$ cat src/rtl/alu_mul_sequencer.sv
// alu_mul_sequencer: multi-cycle shift-and-add multiplier that borrows the
// shared execute-stage ALU. It produces the low XLEN bits of op_a * op_b.
// Optional feature macro: MULSEQ_EARLY_EXIT_EN. When it is defined, zero
// multiplier bits skip the ADD step and sequencing stops as soon as the
// remaining multiplier is zero. When it is undefined, every bit runs ADD then
// SHIFT, so the latency is fixed.
module alu_mul_sequencer #(
    parameter int XLEN  = 32,
    parameter int CNT_W = 6
) (
    input  logic             clk,
    input  logic             rst_n,
    input  logic             start,
    input  logic [XLEN-1:0]  op_a,
    input  logic [XLEN-1:0]  op_b,
    output logic             busy,
    output logic             done,
    output logic [XLEN-1:0]  result,
    output logic             result_zero,
    output logic             alu_req,
    output logic [XLEN-1:0]  alu_a,
    output logic [XLEN-1:0]  alu_b,
    output logic [3:0]       alu_ctrl,
    input  logic [XLEN-1:0]  alu_result,
    input  logic             alu_zero
);

    typedef enum logic [1:0] {
        IDLE  = 2'd0,
        ADD   = 2'd1,
        SHIFT = 2'd2,
        DONE  = 2'd3
    } state_t;

    localparam logic [3:0] ALU_ADD = 4'b0010;
    localparam logic [3:0] ALU_SLL = 4'b1000;
    localparam logic [3:0] ALU_OR  = 4'b0001;

    state_t            state;
    logic [XLEN-1:0]   acc;
    logic [XLEN-1:0]   mcand;
    logic [XLEN-1:0]   mplier;
    logic [CNT_W-1:0]  cnt;
    logic [XLEN-1:0]   mplier_shr;
    logic              last_iter;

    assign mplier_shr = mplier >> 1;

`ifdef MULSEQ_EARLY_EXIT_EN
    // Stop after the final bit, or as soon as no set multiplier bits remain.
    assign last_iter = (cnt == CNT_W'(XLEN - 1)) || (mplier_shr == '0);
`else
    // Always walk all XLEN multiplier bits.
    assign last_iter = (cnt == CNT_W'(XLEN - 1));
`endif

    // ALU drive is a Moore decode of the state and the internal registers.
    // In ADD, a clear multiplier bit adds zero. That case occurs only in the
    // fixed-latency build.
    always_comb begin
        alu_a    = '0;
        alu_b    = '0;
        alu_ctrl = 4'b0000;
        case (state)
            ADD: begin
                alu_a    = acc;
                alu_b    = mplier[0] ? mcand : '0;
                alu_ctrl = ALU_ADD;
            end
            SHIFT: begin
                alu_a    = mcand;
                alu_b    = XLEN'(1);
                alu_ctrl = ALU_SLL;
            end
            DONE: begin
                alu_a    = acc;
                alu_b    = '0;
                alu_ctrl = ALU_OR;
            end
            default: ;
        endcase
    end

    // Sequencer FSM: updates the datapath registers and the registered status outputs.
    always_ff @(posedge clk or negedge rst_n) begin
        if (!rst_n) begin
            state       <= IDLE;
            acc         <= '0;
            mcand       <= '0;
            mplier      <= '0;
            cnt         <= '0;
            busy        <= 1'b0;
            done        <= 1'b0;
            alu_req     <= 1'b0;
            result      <= '0;
            result_zero <= 1'b0;
        end else begin
            case (state)
                IDLE: begin
                    if (start) begin
                        acc     <= '0;
                        mcand   <= op_a;
                        mplier  <= op_b;
                        cnt     <= '0;
                        busy    <= 1'b1;
                        alu_req <= 1'b1;
`ifdef MULSEQ_EARLY_EXIT_EN
                        if (op_b == '0) begin
                            state <= DONE;
                            done  <= 1'b1;
                        end else if (op_b[0]) begin
                            state <= ADD;
                        end else begin
                            state <= SHIFT;
                        end
`else
                        state <= ADD;
`endif
                    end
                end
                ADD: begin
                    acc   <= alu_result;
                    state <= SHIFT;
                end
                SHIFT: begin
                    mcand  <= alu_result;
                    mplier <= mplier_shr;
                    cnt    <= cnt + 1'b1;
                    if (last_iter) begin
                        state <= DONE;
                        done  <= 1'b1;
                    end else begin
`ifdef MULSEQ_EARLY_EXIT_EN
                        state <= mplier[1] ? ADD : SHIFT;
`else
                        state <= ADD;
`endif
                    end
                end
                DONE: begin
                    result      <= alu_result;
                    result_zero <= alu_zero;
                    done        <= 1'b0;
                    busy        <= 1'b0;
                    alu_req     <= 1'b0;
                    state       <= IDLE;
                end
                default: state <= IDLE;
            endcase
        end
    end

endmodule
$ cat config.mk
export PLATFORM = sky130hd
export DESIGN_NAME = alu_mul_sequencer
export DESIGN_NICKNAME = d
export VERILOG_FILES = /design/src/rtl/alu_mul_sequencer.sv
export SDC_FILE = /design/constraint.sdc
export NUM_CORES = 1
export LEC_CHECK = 0
export CORE_ASPECT_RATIO = 1.75
export CORE_MARGIN = 3
export CORE_UTILIZATION = 45
export CTS_BUF_LIST = sky130_fd_sc_hd__clkbuf_4 sky130_fd_sc_hd__clkbuf_8
export DETAILED_ROUTE_END_ITERATION = 8
export PLACE_DENSITY = 0.78
export SYNTH_ARGS = -nofsm -noshare
export SYNTH_HDL_FRONTEND = slang
export SYNTH_SLANG_ARGS = --single-unit
$ cat constraint.sdc
create_clock -name clk -period 5.6 [get_ports clk]
set_input_delay 1.12 -clock clk [delete_from_list [all_inputs] [get_ports clk]]
set_output_delay 1.12 -clock clk [all_outputs]
set_load 0.01 [all_outputs]
# Word-level counts from Yosys, hierarchy flattened
# Index checks and enable logic that the tools add are counted.
[classes]
add_sub_neg = 1
multipliers = 0
div_mod_pow = 0
magnitude_cmp = 0
n_eq_ne = 6
shift = 0
muxes = 19
bitwise_logic = 0
reduce_logical = 10
[ops]
columns = ["operator", "n"]
rows = [
  ["case mux 32 bit (2 select lines)", 5],
  ["2-to-1 mux 32 bit", 4],
  ["case mux 4 bit (3 select lines)", 1],
  ["case mux 6 bit (2 select lines)", 1],
  ["case mux 2 bit (4 select lines)", 1],
  ["AND reduction 2 bit", 4],
  ["nonzero test 2 bit", 4],
  ["adder 6 x 1 -> 6 bit, second input constant", 1],
  ["equality test 6 x 5 -> 1 bit, second input constant", 1],
  ["2-to-1 mux 6 bit", 1],
  ["equality test 2 bit, second input constant", 2],
  ["2-to-1 mux 2 bit", 2],
  ["inequality test 2 bit, second input constant", 2],
  ["case mux 1 bit (2 select lines)", 2],
  ["equality test 2 x 1 -> 1 bit, second input constant", 1],
  ["zero test 2 bit", 1],
  ["2-to-1 mux 1 bit", 2],
  ["OR reduction 2 bit", 1],
]
[word_totals]
ff_bits = 139
latchBits = 0
ram_bits = 0
mem_bits_ro = 0
in_bits = 100
output_inout_bits = 104
word_cells = 45
n_memories = 0

# Depth between registers and ports, before layout
# Gate-level depths: netlist of run 1.
[depth]
word_depth = 3
ltp_mapped = 10
ltp_nobuf = 5

# Least setup slack after synthesis of run 1
# OpenSTA, ideal clock, no wires.
[synth_timing]
path_type = "register to output"
startpoint = "reg state[0]"
endpoint = "out alu_a[10]"
arrival_time_ns = 1.749
required_time_ns = 4.480
path_slack_ns = 2.731
stages_incl_launch_ff = 9
n_path_buf = 4
cell_sequence = "dfrtp_1 clkbuf_1 inv_1 ha_1 clkbuf_1 buf_2 buf_1 a22oi_1 nor2_1"
[synth_via]
elab_chain_cells = 3
word_cells_on_any_way = 5
cone_classes = "eq/ne: 3; mux: 1; reduce/logical: 1"
[synth_rtl]
columns = ["element", "line", "rtl"]
rows = [
  ["from (decl)", "39", "state_t state;"],
  ["from (signal assigned)", "87", "state <= IDLE;"],
  ["from (signal assigned)", "117", "state <= ADD;"],
  ["from (signal assigned)", "123", "state <= SHIFT;"],
  ["equality test 2 bit or equality test 2 x 1 -> 1 bit (tied branches)", "64", "case (state)"],
  ["OR reduction 2 bit (no line)", "--", ""],
  ["case mux 32 bit (2 select lines) (*)", "64", ""],
  ["to (decl)", "21", "output logic [XLEN-1:0] alu_a,"],
]
# Every way passes the cells marked *; elsewhere a longest branch is shown, timed or not.

# Final worst setup path of run 1
[layout_timing]
startpoint = "reg state[0]"
endpoint = "out alu_a[25]"
# Same word-level chain as after synthesis.

==> flow_metrics.env, run 1 <==
export IMPL_status="finished clean"
export IMPL_finalClockSkew_ps=14.8
export IMPL_async_flop_share_pct=100
export IMPL_timing_fmax_mhz=218
export IMPL_p_total_w=0.00520
export IMPL_hold_buffers=0
export IMPL_grt_pass1_vias=5651
export IMPL_min_period_ps=4580
export IMPL_cp_start_kind="flip-flop"
export IMPL_synth_top_cells_by_count="dfrtp_1, o21ai_0, nand2_1, mux2i_1, a22o_1"
export IMPL_drt_iter0_markers=212
export IMPL_required_ps=4480
export IMPL_yosys_area_top_type_share_pct=53.9
export IMPL_io_pins=204
export IMPL_cts_resized_gates=0
export IMPL_wl_per_cell_um=19.0
export IMPL_cellPowerDensity_nw_per_um2=575
export IMPL_slew_viol_final=0
export IMPL_start_util_pct=46.1
export IMPL_critPathArrivalTime_ps=3460
export IMPL_cts_tree="built"
export IMPL_tns_ps=0
export IMPL_synth_flop_cell="dfrtp_1"
export IMPL_ys_seq_area_share_pct=53.9
export IMPL_numPortBuffers=202
export IMPL_grt_ovfl_total=0
export IMPL_htreeDepth=4
export IMPL_grt_pass1_wl_mm=28.5
export IMPL_die_area_um2=15900
export IMPL_synth_area_leaders="dfrtp_1, mux2i_1, mux2_2, o21ai_0, a22o_1"
export IMPL_clock_latency_ps=430
export IMPL_clk_pin_slew_ps=70
export IMPL_antenna_found_initial=0
export IMPL_grtUsageTotal_pct=23.5
export IMPL_cts_inserted_buffers=17
export IMPL_ir_drop_mv=0.312
export IMPL_synth_warnings=0
export IMPL_cp_end_kind="output port"
export IMPL_crit_type="flip-flop to output port"
export IMPL_avgSynthCellArea_um2=10.9
export IMPL_drc_errors=0
export IMPL_p_leak_nw=3.82
export IMPL_maxSlewHeadroom_pct=23.2
export IMPL_first_pass_iters=4
export IMPL_viasPerCell=5.51
export IMPL_place_congestion=0.826
export IMPL_fp_dieH_um=164
export IMPL_rsz0062_at_grt="no"
export IMPL_postCtsSetupBuffers=0
export IMPL_synth_cell_types=29
export IMPL_setup_viol=0
export IMPL_worst_pin_slew_ps=1130
export IMPL_max_cap_violations=0
export IMPL_grt_max_degree=83
export IMPL_path_max_fanout=68
export IMPL_ys_seq_elements=139
export IMPL_hold_class="flip-flop to flip-flop"
export IMPL_core_area_um2=14000
export IMPL_synth_cells=594
export IMPL_dp_hpwl_mm=13.0
export IMPL_root_buffer="clkbuf_8"
export IMPL_clkSinkCount=139
export IMPL_synthMostInstantiatedCell="dfrtp_1"
export IMPL_vias=5309
export IMPL_routed_wl_mm=18.3
export IMPL_final_antenna_net_count=0
export IMPL_clk_path_buf_depth=2
export IMPL_area_growth_syn_to_layout_pct=40.2
export IMPL_syn_area_um2=6450
export IMPL_min_period_over_period_pct=81.8
export IMPL_die_x_um=96.5
export IMPL_hold_viol_final=0
export IMPL_drive_gt1_share_pct=9.94
export IMPL_num_nets_final=879
export IMPL_synth_edff_count=0
export IMPL_syn_num_nets=701
export IMPL_synth_largest_area_cell="dfrtp_1"
export IMPL_rows=57
## final timing paths
kind	cells past startpoint	slack (ps)	from	end
max reg2reg	7	2100	state[0]	cnt[2]
max	7	1020	state[0]	alu_a[25]
max in group asynchronous	2	3560	rst_n	acc[24]
min	2	490	mplier[12]	mplier[12]
min reg2reg	2	490	mplier[12]	mplier[12]
min in group asynchronous	1	700	rst_n	mplier[5]
## worst max-delay path: stages (launching register included)
cell,delay [ps]
dfrtp_1,360
buf_4,260
inv_1,260
ha_4,860
buf_4,430
a22oi_1,120
nor2_1,180
clkdlybuf4s50_1,560
## placed cells by master (no fill, tap or decap), types with 4 or more instances in the layout
master,n
a22oi_1,31
a21oi_1,7
inv_1,4
mux2_2,33
nand2_1,69
o21ai_0,70
dfrtp_1,139
buf_4,8
a22o_1,34
nor2_1,32
and2_1,32
clkbuf_8,19
ha_1,5
mux2i_1,63
clkdlybuf4s50_1,201
bufinv_16,5
## cell families (layout without fill, tap and decap cells)
group	after synthesis	in the layout	share of synthesized area, %
compound gates	149	149	15.0
fa+ha+maj	7	7	1.36
buf+inv	55	246	3.69
flops	139	139	53.9
mux	98	98	15.8
other cells	1	2	0.0581
simple gates	145	145	10.1
## flip-flops by register name, summed over array words and instances, names as in the netlist
signal,cells
mplier,32
result,32
done,1
result_zero,1
state,2
cnt,6
alu_req,1
mcand,32
acc,32
## power breakdown
| part | internal [W] | total [W] | leakage [nW] | switching, W |
|---|---|---|---|---|
| sequential | 0.00148 | 0.00178 | 1.72 | 0.000298 |
| combinational | 0.00122 | 0.00247 | 1.86 | 0.00126 |
| clock | 0.000565 | 0.000947 | 0.237 | 0.000382 |
| total | 0.00326 | 0.00520 | 3.82 | 0.00194 |
## area by class of cell
type,count,area [µm²]
clock buffers,21,277
multi-input cells,400,2770
repair buffers,210,2080
fillers,1152,4940
flip-flops and latches,139,3480
well taps,177,221
clock inverters,11,190
inverters,4,15.0
diodes,1,2.50
## layer usage
layer  GRT usage (%)  part of all wire (%)
met1            25.0                    35
met2            42.1                    55
met3            5.88                   5.6
met4            11.4                   3.9
met5               0                     0
## through the flow
stage | setup WS [ps] | util, % | cell area (µm²) | std cells | hold slack, ps
floorplan | 2730 | - | 6450 | 594 | 450
global placement | 1550 | 61.3 | 8570 | 930 | 461
detailed placement | 1460 | 61.3 | 8570 | 930 | 473
CTS | 1000 | 64.7 | 9040 | 962 | 491
global route | 802 | 64.7 | 9040 | 962 | 520
finish | 1020 | 64.7 | 9040 | 963 | 488
No activity file was read; power rests on OpenSTA's default activity.
==> inputs of run 2 (changes only) <==
--- a/config.mk
+++ b/config.mk
@@ -7,10 +7,10 @@
 export LEC_CHECK = 0
 export CORE_ASPECT_RATIO = 1.75
 export CORE_MARGIN = 3
-export CORE_UTILIZATION = 45
+export CORE_UTILIZATION = 44
 export CTS_BUF_LIST = sky130_fd_sc_hd__clkbuf_4 sky130_fd_sc_hd__clkbuf_8
 export DETAILED_ROUTE_END_ITERATION = 8
-export PLACE_DENSITY = 0.78
+export PLACE_DENSITY = 0.79
 export SYNTH_ARGS = -nofsm -noshare
 export SYNTH_HDL_FRONTEND = slang
 export SYNTH_SLANG_ARGS = --single-unit
==> constraint.sdc (replaced) <==
create_clock -name clk -period 3.8 [get_ports clk]
set_input_delay 0.76 -clock clk [delete_from_list [all_inputs] [get_ports clk]]
set_output_delay 0.76 -clock clk [all_outputs]
set_load 0.01 [all_outputs]
==> run 2 against run 1 <==
Setup slack got worse by 700 ps. Utilization decreased by 0.49 points. Flip-flop and latch count unchanged. Routed wire length decreased by 0.24%. Die area increased by 2.2%. Clock skew decreased by 7.2 ps. Cell count increased by 0.42%. Non-clock buffer count increased by 6. Register-to-register slack got worse by 1200 ps. Hold slack got worse by 50 ps. Final area increased by 0.25%. Critical path type unchanged. Highest routed layer unchanged.
==> flow_metrics.env, run 2 (synthesized netlist as in run 1, its figures left out) <==
export IMPL_crit_end="alu_b[25]"
export IMPL_core_area_um2=14100
export IMPL_clk_path_buf_depth=2
export IMPL_min_period_ps=3490
export IMPL_setup_viol=0
export IMPL_grtUsageTotal_pct=22.8
export IMPL_clock_latency_ps=430
export IMPL_tns_ps=0
export IMPL_hold_ws_ps=437
export IMPL_p_total_w=0.00762
export IMPL_cellPowerDensity_nw_per_um2=841
export IMPL_worst_pin_slew_ps=1140
export IMPL_final_antenna_net_count=0
export IMPL_status="finished clean"
export IMPL_drc_errors=0
export IMPL_final_cell_mix="clkdlybuf4s50_1, dfrtp_1, o21ai_0, nand2_1, mux2i_1"
export IMPL_path_max_fanout=34
export IMPL_r2r_start="state[0]"
export IMPL_viasPerCell=5.50
export IMPL_drt_iter0_markers=214
export IMPL_critPathArrivalTime_ps=2730
export IMPL_cp_end_kind="output port"
export IMPL_timing_fmax_mhz=287
export IMPL_root_buffer="clkbuf_8"
export IMPL_clk_pin_slew_ps=80
export IMPL_grt_ovfl_total=0
export IMPL_routed_wl_mm=18.3
export IMPL_max_cap_violations=0
export IMPL_vias=5321
export IMPL_place_congestion=0.857
export IMPL_crit_start="state[0]"
export IMPL_numPortBuffers=202
export IMPL_required_ps=3040
export IMPL_p_leak_nw=3.83
export IMPL_rows=57
export IMPL_cts_inserted_buffers=17
export IMPL_die_area_um2=16200
export IMPL_hold_buffers=0
export IMPL_reg2reg_slack_ps=900
export IMPL_r2r_cells=6
export IMPL_finalClockSkew_ps=7.53
export IMPL_r2r_end="cnt[5]"
export IMPL_first_pass_iters=5
export IMPL_fp_dieH_um=166
export IMPL_die_x_um=97.5
export IMPL_num_nets_final=885
export IMPL_grt_max_degree=109
export IMPL_grt_pass1_wl_mm=29.7
export IMPL_final_common_cell="clkdlybuf4s50_1"
export IMPL_postCtsSetupBuffers=0
export IMPL_drive_gt1_share_pct=10.5
export IMPL_hold_viol_final=0
export IMPL_grt_pass1_vias=5719
export IMPL_hold_class="input port to async pin"
export IMPL_antenna_found_initial=0
export IMPL_clkSinkCount=139
export IMPL_cts_resized_gates=0
export IMPL_min_period_over_period_pct=91.8
export IMPL_area_growth_syn_to_layout_pct=40.5
export IMPL_slew_viol_final=0
export IMPL_rsz0062_at_grt="no"
export IMPL_io_pins=204
export IMPL_ir_drop_mv=0.399
export IMPL_dp_hpwl_mm=13.0
export IMPL_maxSlewHeadroom_pct=22.4
export IMPL_start_util_pct=45.7
export IMPL_crit_type="flip-flop to output port"
export IMPL_cts_tree="built"
export IMPL_diodes=0
export IMPL_wl_per_cell_um=18.9
export IMPL_htreeDepth=4
export IMPL_cp_start_kind="flip-flop"
-- run 2: cell types whose count changed in the layout (fill, tap and decap cells not counted) --
cell,change
buf_4,+6
clkinv_2,-2
bufinv_16,-1
diode_2,-1
clkinv_4,-1
clkinvlp_4,+3
clkbuf_4,-1
clkbuf_8,+1
-- run 2: critical path: stages (launching register included) --
cell,delay (ps)
dfrtp_1,350
buf_4,400
ha_1,370
and3_1,230
buf_4,200
and2_1,190
clkdlybuf4s50_1,550
-- run 2: per-layer routing --
metal | track usage, % | up-vias | wire length [µm]
li1 | - | 2453 | -
met1 | 24.7 | 2651 | 6510
met2 | 41.8 | 184 | 10100
met3 | 5.88 | 33 | 1100
met4 | 9.28 | 0 | 566
met5 | 0 | - | 0
-- run 2: report_power, final --
part	leakage [nW]	switching (W)	total, W	internal, W
sequential	1.72	0.000428	0.00261	0.00218
clock	0.214	0.000559	0.00133	0.000773
combinational	1.89	0.00187	0.00368	0.00181
-- run 2: cell type report --
| class | instances | area [µm²] |
|---|---|---|
| Tap cell | 177 | 221 |
| Clock inverter | 10 | 164 |
| Sequential cell | 139 | 3480 |
| Inverter | 4 | 15.0 |
| Multi-Input combinational cell | 400 | 2770 |
| Fill cell | 1151 | 5060 |
| Timing Repair Buffer | 216 | 2130 |
| Clock buffer | 21 | 283 |
-- run 2: worst min-delay path by stage --
| stage | startpoint | to | slack [ps] | cells after the start |
|---|---|---|---|---|
| after floorplan | mplier[10] | mplier[10] | 450 | 2 |
| after global placement | mplier[24] | mplier[24] | 460 | 2 |
| after detailed placement | mplier[12] | mplier[12] | 470 | 2 |
| after CTS | rst_n | mplier[6] | 490 | 1 |
| after global routing | rst_n | mplier[6] | 510 | 1 |
| final | rst_n | mplier[6] | 440 | 1 |
-- run 2: stage by stage --
step	setup WS [ps]	util (%)	instances	area, µm²
3_5_place_dp	808	61.0	936	8620
2_1_floorplan	1290	-	594	6450
3_3_place_gp	864	61.0	936	8620
4_1_cts	313	64.2	967	9060
5_1_grt	175	64.2	967	9060
6_report	313	64.2	967	9060
